===== config.mk =====
export PLATFORM = sky130hd
export DESIGN_NAME = note_playback_scheduler
export DESIGN_NICKNAME = d
export VERILOG_FILES = /design/src/rtl/note_playback_scheduler.sv
export SDC_FILE = /design/constraint.sdc
export NUM_CORES = 1
export LEC_CHECK = 0
export BUFFER_PORTS_ARGS = -buffer_cell sky130_fd_sc_hd__buf_4
export CAP_MARGIN = 0
export CORE_UTILIZATION = 45
export DETAILED_ROUTE_END_ITERATION = 16
export PLACE_DENSITY = 0.68
export RECOVER_POWER = 100
export SETUP_SLACK_MARGIN = 0.1
export SLEW_MARGIN = 10
export SYNTH_ARGS = -nofsm -noshare
export SYNTH_HDL_FRONTEND = slang
export SYNTH_SLANG_ARGS = --single-unit

===== constraint.sdc =====
create_clock -name clk -period 5.8 [get_ports clk]
set_clock_uncertainty 0.1 [all_clocks]
set_input_delay 1.16 -clock clk [delete_from_list [all_inputs] [get_ports clk]]
set_output_delay 1.16 -clock clk [all_outputs]
set_load 0.1 [all_outputs]

===== src/rtl/note_playback_scheduler.sv =====
// note_playback_scheduler: walks note RAM records in address order and drives one
// monophonic voice from each record's start/end timestamps compared against timeUs.
module note_playback_scheduler #(
    parameter int ADDR_W  = 7,
    parameter int TIME_W  = 29,
    parameter int PITCH_W = 5,
    parameter int REC_W   = PITCH_W + 2*TIME_W
) (
    input  logic               clk,
    input  logic               reset,
    input  logic               startPlayback,
    input  logic               stopPlayback,
    input  logic [TIME_W-1:0]  timeUs,
    output logic               timerReset,
    output logic [ADDR_W-1:0]  memReadAddress,
    input  logic [REC_W-1:0]   memReadData,
    output logic               noteActive,
    output logic [PITCH_W-1:0] notePitch,
    output logic [ADDR_W-1:0]  noteIndex,
    output logic               busy,
    output logic               donePulse
);
    typedef enum logic [2:0] {IDLE, TRESET, FETCH, LATCH, WAITSTART, PLAYING, DONE} state_t;
    state_t state, nextState;
    logic [ADDR_W-1:0] addr, nextAddr, advAddr;
    logic [REC_W-1:0] rec;
    logic [TIME_W-1:0] memStart, memEnd, recStart, recEnd;
    logic [PITCH_W-1:0] recPitch;
    logic lastAddr;
    assign memStart = memReadData[2*TIME_W-1 -: TIME_W];
    assign memEnd = memReadData[TIME_W-1:0];
    assign recPitch = rec[REC_W-1 -: PITCH_W];
    assign recStart = rec[2*TIME_W-1 -: TIME_W];
    assign recEnd = rec[TIME_W-1:0];
    assign lastAddr = &addr;
    // The last record ends the run instead of wrapping back to address 0.
    assign advAddr = lastAddr ? '0 : addr + ADDR_W'(1);
    assign timerReset = state == TRESET;
    assign memReadAddress = addr;
    assign busy = state != IDLE && state != DONE;
    always_comb begin
        nextState = state;
        nextAddr = addr;
        case (state)
            TRESET: nextState = FETCH;
            FETCH: nextState = LATCH;
            LATCH: begin
                if (memReadData == '0) begin
                    nextState = DONE;
                    nextAddr = '0;
                end else if (memEnd <= memStart) begin
                    nextState = lastAddr ? DONE : FETCH;
                    nextAddr = advAddr;
                end else begin
                    nextState = WAITSTART;
                end
            end
            WAITSTART: nextState = timeUs >= recStart ? PLAYING : WAITSTART;
            PLAYING: begin
                if (timeUs >= recEnd) begin
                    nextState = lastAddr ? DONE : FETCH;
                    nextAddr = advAddr;
                end
            end
            default: nextState = state;
        endcase
        if (startPlayback && state != TRESET) begin
            nextState = TRESET;
            nextAddr = '0;
        end
        if (stopPlayback) begin
            nextState = IDLE;
            nextAddr = '0;
        end
    end
    always_ff @(posedge clk or posedge reset) begin
        if (reset) begin
            state <= IDLE;
            addr <= '0;
            rec <= '0;
            noteActive <= 1'b0;
            notePitch <= '0;
            noteIndex <= '0;
            donePulse <= 1'b0;
        end else begin
            state <= nextState;
            addr <= nextAddr;
            if (state == LATCH) rec <= memReadData;
            noteActive <= nextState == PLAYING;
            donePulse <= nextState == DONE && state != DONE;
            if (state == WAITSTART && nextState == PLAYING) begin
                notePitch <= recPitch;
                noteIndex <= addr;
            end
        end
    end
endmodule


==> results.json, run 1 <==
{
  "crit_chain": "clkbuf_1 -> ha_1 -> nand2_1 -> o21ai_0 -> a31oi_1 -> o311ai_0 -> a211oi_1 -> nor3b_1 -> o21ai_1 -> a32o_1",
  "netlist_area_um2": 5760,
  "core_um2": 12300,
  "crit_path_start_kind": "primary input",
  "power_frac_seq": 0.407,
  "cts_setup_buffers": 0,
  "avgSynthCellArea_um2": 9.57,
  "setup_viol": 0,
  "yosys_register_bits": 87,
  "utilization": 0.569,
  "critPathCaptureType": "register",
  "violations": "capacitance limit, slew limit",
  "grt_pass1_vias": 5027,
  "ctsHoldBuffers": 0,
  "holdWs_ns": 0.381,
  "period_share": 0.761,
  "ys_warn_count": 0,
  "grt_overflow": 0,
  "synth_top_family_by_area": "adder cells",
  "nets": 902,
  "rsz0062_at_grt": "false",
  "synthesis.nets": 786,
  "worst_ir_drop_vdd_v": 0.000153,
  "drt_first_pass_iters": 4,
  "tightest_slew_ns": 3.97,
  "synthXorXnorAreaFrac": 0,
  "wl_um": 15000,
  "gp_congestion": 0.894,
  "clkPwrFrac": 0.287,
  "place_hpwl_um": 12100,
  "required_ns": 5.93,
  "multi_input_area_um2": 3160,
  "combinationalPowerShare": 0.306,
  "synthSimpleGateAreaFrac": 0.135,
  "fillers": 1160,
  "synthArstFlopShare": 1.00,
  "root_buffer": "clkbuf_16",
  "via_count": 4844,
  "areaGrowthSynthToFinish_pct": 21.1,
  "grt_max_degree": 93,
  "synth-edff-count": 0,
  "clk_latency_ns": 0.35,
  "synth_mux_area_frac": 0.0899,
  "drtIter0Drc": 257,
  "cpMaxStageDelayCell": "nor3b_1",
  "period_needed_ns": 4.41,
  "synth_cell_types": 53,
  "viasPerCell": 5.44,
  "hold_class": "register to register",
  "critPathKind": "primary input to register",
  "p_int_mw": 1.34,
  "clock-sinks": 87,
  "drc": 0,
  "post_drt_wl_per_cell_um": 16.8,
  "layout_common_cells": "inv_1, buf_4, ha_1, dfrtp_1, nand2_1",
  "row_count": 40,
  "grt_pass1_wl_um": 24400,
  "cts-resized-gates": 0,
  "drv_cap": 3,
  "worstPathMaxFanout": 14,
  "io_pins": 119,
  "switching_share": 0.321,
  "cp.arrival_ns": 4.55,
  "ff_latch_area_um2": 2180,
  "die_y_um": 115,
  "powerDensity_nw_per_um2": 283,
  "finalHoldViolCount": 0,
  "diodes": 0,
  "synth_fa_ha_area_frac": 0.193,
  "drive_above_1_share": 0.219,
  "io_buffers": 118,
  "fin_tns_setup_ns": 0,
  "numCtsBuffers": 9,
  "dieArea_um2": 13300,
  "synth_seq_area_share": 0.378,
  "antenna_found_initial": 0,
  "clkTransAtPathRegs_ns": 0.06,
  "synth_flop_cell": "dfrtp_1",
  "total_leakage_power_nw": 3.66,
  "crit_path_max_incr_delay_ns": 1.23,
  "htree_levels": 3,
  "slew_violations": 144,
  "p_sw_uw": 633,
  "ant_nets": 0,
  "status": "finished with violations",
  "relSlewSlack": -1.65,
  "synth_compound_area_frac": 0.133,
  "syn_inst": 602,
  "power.total_mw": 1.97,
  "timing.fmax_mhz": 227,
  "grt_use_total": 0.244,
  "start_util": 0.470,
  "die_x_um": 115,
  "cts_tree": "done",
  "clock_path_buffers": 2
}
==> metrics by stage <==
step	cells	area, um2	worst slack (ns)
global route	890	6980	1.06
CTS	890	7090	2.27
floorplan	602	5760	2.29
detailed placement	875	6810	1.90
finish	890	6980	1.39
global placement	875	6810	1.91
==> layout make-up <==
class | instances | area share
inverters | 93 | 0.0502
well taps | 168 | 0.0301
clock inverters | 4 | 0.00681
clock buffers | 11 | 0.0334
flip-flops and latches | 87 | 0.312
multi-input cells | 407 | 0.453
repair buffers | 120 | 0.115
==> critical path, delay by kind of cell <==
family,cells,cell delay [ns]
fa+ha+maj,1,0.30
buf+inv,1,0.10
simple gates,2,1.28
compound gates,6,1.71
==> power by group through the flow <==
stage / Clock [mW] / Sequential (mW) / Combinational (mW)
5_1_grt: 0.600 / 0.820 / 0.697
4_1_cts: 0.577 / 0.803 / 0.612
2_1_floorplan: 0 / 0.791 / 0.414
3_3_place_gp: 0 / 0.807 / 0.579
3_5_place_dp: 0 / 0.813 / 0.609
6_report: 0.566 / 0.804 / 0.603
==> synth_stat cells, types with 4 or more instances <==
cell / number / share of area
nor3_1: 5 / 0.0043
nor4_1: 19 / 0.021
a21o_1: 5 / 0.0065
nor2_1: 10 / 0.0065
dfrtp_1: 87 / 0.38
inv_1: 93 / 0.061
a32o_1: 4 / 0.0069
a21oi_1: 36 / 0.031
clkbuf_1: 11 / 0.0072
o21ai_0: 43 / 0.037
a211oi_1: 7 / 0.0091
o21ai_1: 5 / 0.0043
nand4_1: 19 / 0.021
nand2_1: 59 / 0.038
ha_1: 88 / 0.19
nor2b_1: 4 / 0.0043
nand3_1: 7 / 0.0061
mux2_2: 46 / 0.090
and3_1: 4 / 0.0043
==> state kept, by name, indices dropped and copies added, names as in the netlist <==
signal	flops
notePitch	5
noteActive	1
memReadAddress	7
rec	63
donePulse	1
state	3
noteIndex	7
==> final timing paths <==
path	slack, ns	start	cells after the start	endpoint
setup / recovery	1.39	timeUs[2]	10	memReadAddress[4]$_DFFE_PP0P_
hold / removal	0.38	rec[34]$_DFFE_PP0P_	2	rec[34]$_DFFE_PP0P_
setup reg to reg	1.51	state[0]$_DFF_PP0_	3	rec[17]$_DFFE_PP0P_
hold reg to reg	0.38	rec[34]$_DFFE_PP0P_	2	rec[34]$_DFFE_PP0P_
max in group asynchronous	3.16	reset	3	rec[47]$_DFFE_PP0P_
min in group asynchronous	1.09	reset	2	noteIndex[5]$_DFFE_PP0P_
==> per-layer routing <==
metal	global-route usage	vias to the layer above	wire length [um]
met5	0	-	0
met4	0.0926	0	324
met3	0.0501	24	946
met2	0.403	145	6900
met1	0.316	2299	6790
li1	-	2376	-
==> cell families (layout without fill, tap and decap cells) <==
group / Yosys count / count (layout)
AO/OA/AOI/OAI: 125 / 125
adder cells (fa/ha/maj): 89 / 89
buffers and inverters: 108 / 228
flip-flops: 87 / 87
multiplexers: 46 / 46
AND/OR/NAND/NOR: 147 / 147
No activity file was read; power rests on OpenSTA's default activity.
==> run 2, diff against run 1 <==
==> constraint.sdc (replaced) <==
create_clock -name clk -period 4.1 [get_ports clk]
set_clock_uncertainty 0.1 [all_clocks]
set_input_delay 0.82 -clock clk [delete_from_list [all_inputs] [get_ports clk]]
set_output_delay 0.82 -clock clk [all_outputs]
set_load 0.1 [all_outputs]
==> run 2 against run 1 <==
Compared with the run above:
- the run still ends with capacitance limit, slew limit left
- sequential power increased by 42%
- register-to-register slack got worse by 0.69 ns
- non-clock buffer count increased by 2
==> results.json, run 2 (synthesis results as in run 1) <==
{
  "status": "finished with violations",
  "violations": "capacitance limit, slew limit",
  "final_cells": 891,
  "fin_area_um2": 7040,
  "reg2reg_setup_slack_ns": 0.82,
  "ant_nets": 0,
  "rsz0062_at_grt": "false",
  "grt_pass1_vias": 5034,
  "io_buffers": 118,
  "preCtsSetupSlack_ns": 0.342,
  "row_count": 40,
  "hold_path_end": "rec[45]$_DFFE_PP0P_",
  "p_sw_uw": 902,
  "dieArea_um2": 13300,
  "holdWs_ns": 0.385,
  "period_needed_ns": 3.49,
  "setup_viol": 0,
  "critPathKind": "primary input to register",
  "drt_first_pass_iters": 4,
  "die_x_um": 115,
  "drv_cap": 3,
  "largest_register": "rec",
  "ff_latch_area_um2": 2180,
  "multi_input_area_um2": 3170,
  "drive_above_1_share": 0.224,
  "areaGrowthSynthToFinish_pct": 22.1,
  "clock-sinks": 87,
  "cts-resized-gates": 0,
  "hold_class": "register to register",
  "die_y_um": 115,
  "largest_reg_flops": 63,
  "reg2regPathDepth": 10,
  "via_count": 4836,
  "rr_startpoint": "rec[2]$_DFFE_PP0P_",
  "total_leakage_power_nw": 3.69,
  "htree_levels": 3,
  "powerDensity_nw_per_um2": 411,
  "hold_start": "rec[45]$_DFFE_PP0P_",
  "final_common_cell": "buf_4",
  "relSlewSlack": -0.285,
  "clk_latency_ns": 0.35,
  "crit_path_start_kind": "primary input",
  "place_hpwl_um": 11900,
  "layout_common_cells": "buf_4, inv_1, ha_1, dfrtp_1, nand2_1",
  "combinationalPowerShare": 0.298,
  "fin_tns_setup_ns": 0,
  "p_int_mw": 1.99,
  "dpl_cell_area_um2": 6830,
  "grt_pass1_wl_um": 25100,
  "required_ns": 4.24,
  "utilization": 0.574,
  "cts_setup_buffers": 0,
  "critPathCaptureType": "register",
  "cp.arrival_ns": 3.63,
  "core_um2": 12300,
  "period_share": 0.851,
  "clkTransAtPathRegs_ns": 0.06,
  "cts_tree": "done",
  "clock_path_buffers": 2,
  "gp_congestion": 0.963,
  "timing.fmax_mhz": 287,
  "numCtsBuffers": 9,
  "grt_overflow": 0,
  "slew_violations": 162,
  "holdPathStages": 2,
  "switching_share": 0.312,
  "worst_ir_drop_vdd_v": 0.000184,
  "tightest_slew_ns": 1.93,
  "place_inst": 877,
  "power.total_mw": 2.89,
  "power_frac_seq": 0.393,
  "fin_ws_ns": 0.610,
  "r2r-end": "memReadAddress[5]$_DFFE_PP0P_",
  "io_pins": 119,
  "ctsHoldBuffers": 0,
  "clkPwrFrac": 0.309,
  "antenna_found_initial": 0,
  "diodes": 0,
  "grt_max_degree": 93,
  "fillers": 1129,
  "drc": 0,
  "root_buffer": "clkbuf_16",
  "drtIter0Drc": 302,
  "start_util": 0.470,
  "post_drt_wl_per_cell_um": 16.7,
  "finalHoldViolCount": 0,
  "grt_use_total": 0.249,
  "wl_um": 14900,
  "viasPerCell": 5.43,
  "nets": 904,
  "worstPathMaxFanout": 14
}
==> run 2: cell count changes in the layout (fill, tap and decap cells not counted), sizes merged <==
cell,previous run,this run
clkbuf,39,40
bufinv,1,2
buf,92,93
clkinv,2,0
==> run 2: power groups by stage <==
stage | clock [mW] | sequential, mW | combinational (mW)
2_1_floorplan | 0 | 1.12 | 0.586
6_report | 0.892 | 1.14 | 0.862
4_1_cts | 0.906 | 1.13 | 0.872
3_3_place_gp | 0 | 1.14 | 0.823
5_1_grt | 0.945 | 1.16 | 1.00
3_5_place_dp | 0 | 1.15 | 0.866
==> run 2: worst max-delay path, cell delays in order <==
cell and delay (ns):
buf_4 0.12, ha_1 0.29, nand2_1 0.05, o21ai_0 0.20, a31oi_1 0.14, o311ai_0 0.65, a211oi_1 0.20, nor3b_2 0.70
o21ai_1 0.16, a32o_1 0.30
==> run 2: metal layers <==
metal	global-route usage	vias up	part of all wire
li1	-	2382	-
met1	0.322	2285	0.45
met2	0.407	145	0.46
met3	0.0675	24	0.066
met4	0.0753	0	0.023
met5	0	-	0
==> run 2: worst max-delay path by stage <==
stage | from | depth (start not counted) | endpoint | slack (ns)
floorplan | reset | 1 | donePulse$_DFF_PP0_ | 0.93
global route | timeUs[2] | 10 | memReadAddress[6]$_DFFE_PP0P_ | 0.27
finish | timeUs[2] | 10 | memReadAddress[5]$_DFFE_PP0P_ | 0.61
global placement | timeUs[14] | 9 | notePitch[3]$_DFFE_PP0P_ | 0.36
CTS | timeUs[14] | 9 | noteIndex[6]$_DFFE_PP0P_ | 0.72
detailed placement | timeUs[14] | 9 | noteIndex[6]$_DFFE_PP0P_ | 0.34
==> run 2: final cells by class <==
| cell class | instances | share of cell area |
|---|---|---|
| multi-input combinational | 407 | 0.450 |
| clock inverter | 3 | 0.00960 |
| tap | 168 | 0.0299 |
| clock buffer | 11 | 0.0359 |
| timing repair buffer | 122 | 0.115 |
| sequential | 87 | 0.309 |
| inverter | 93 | 0.0498 |
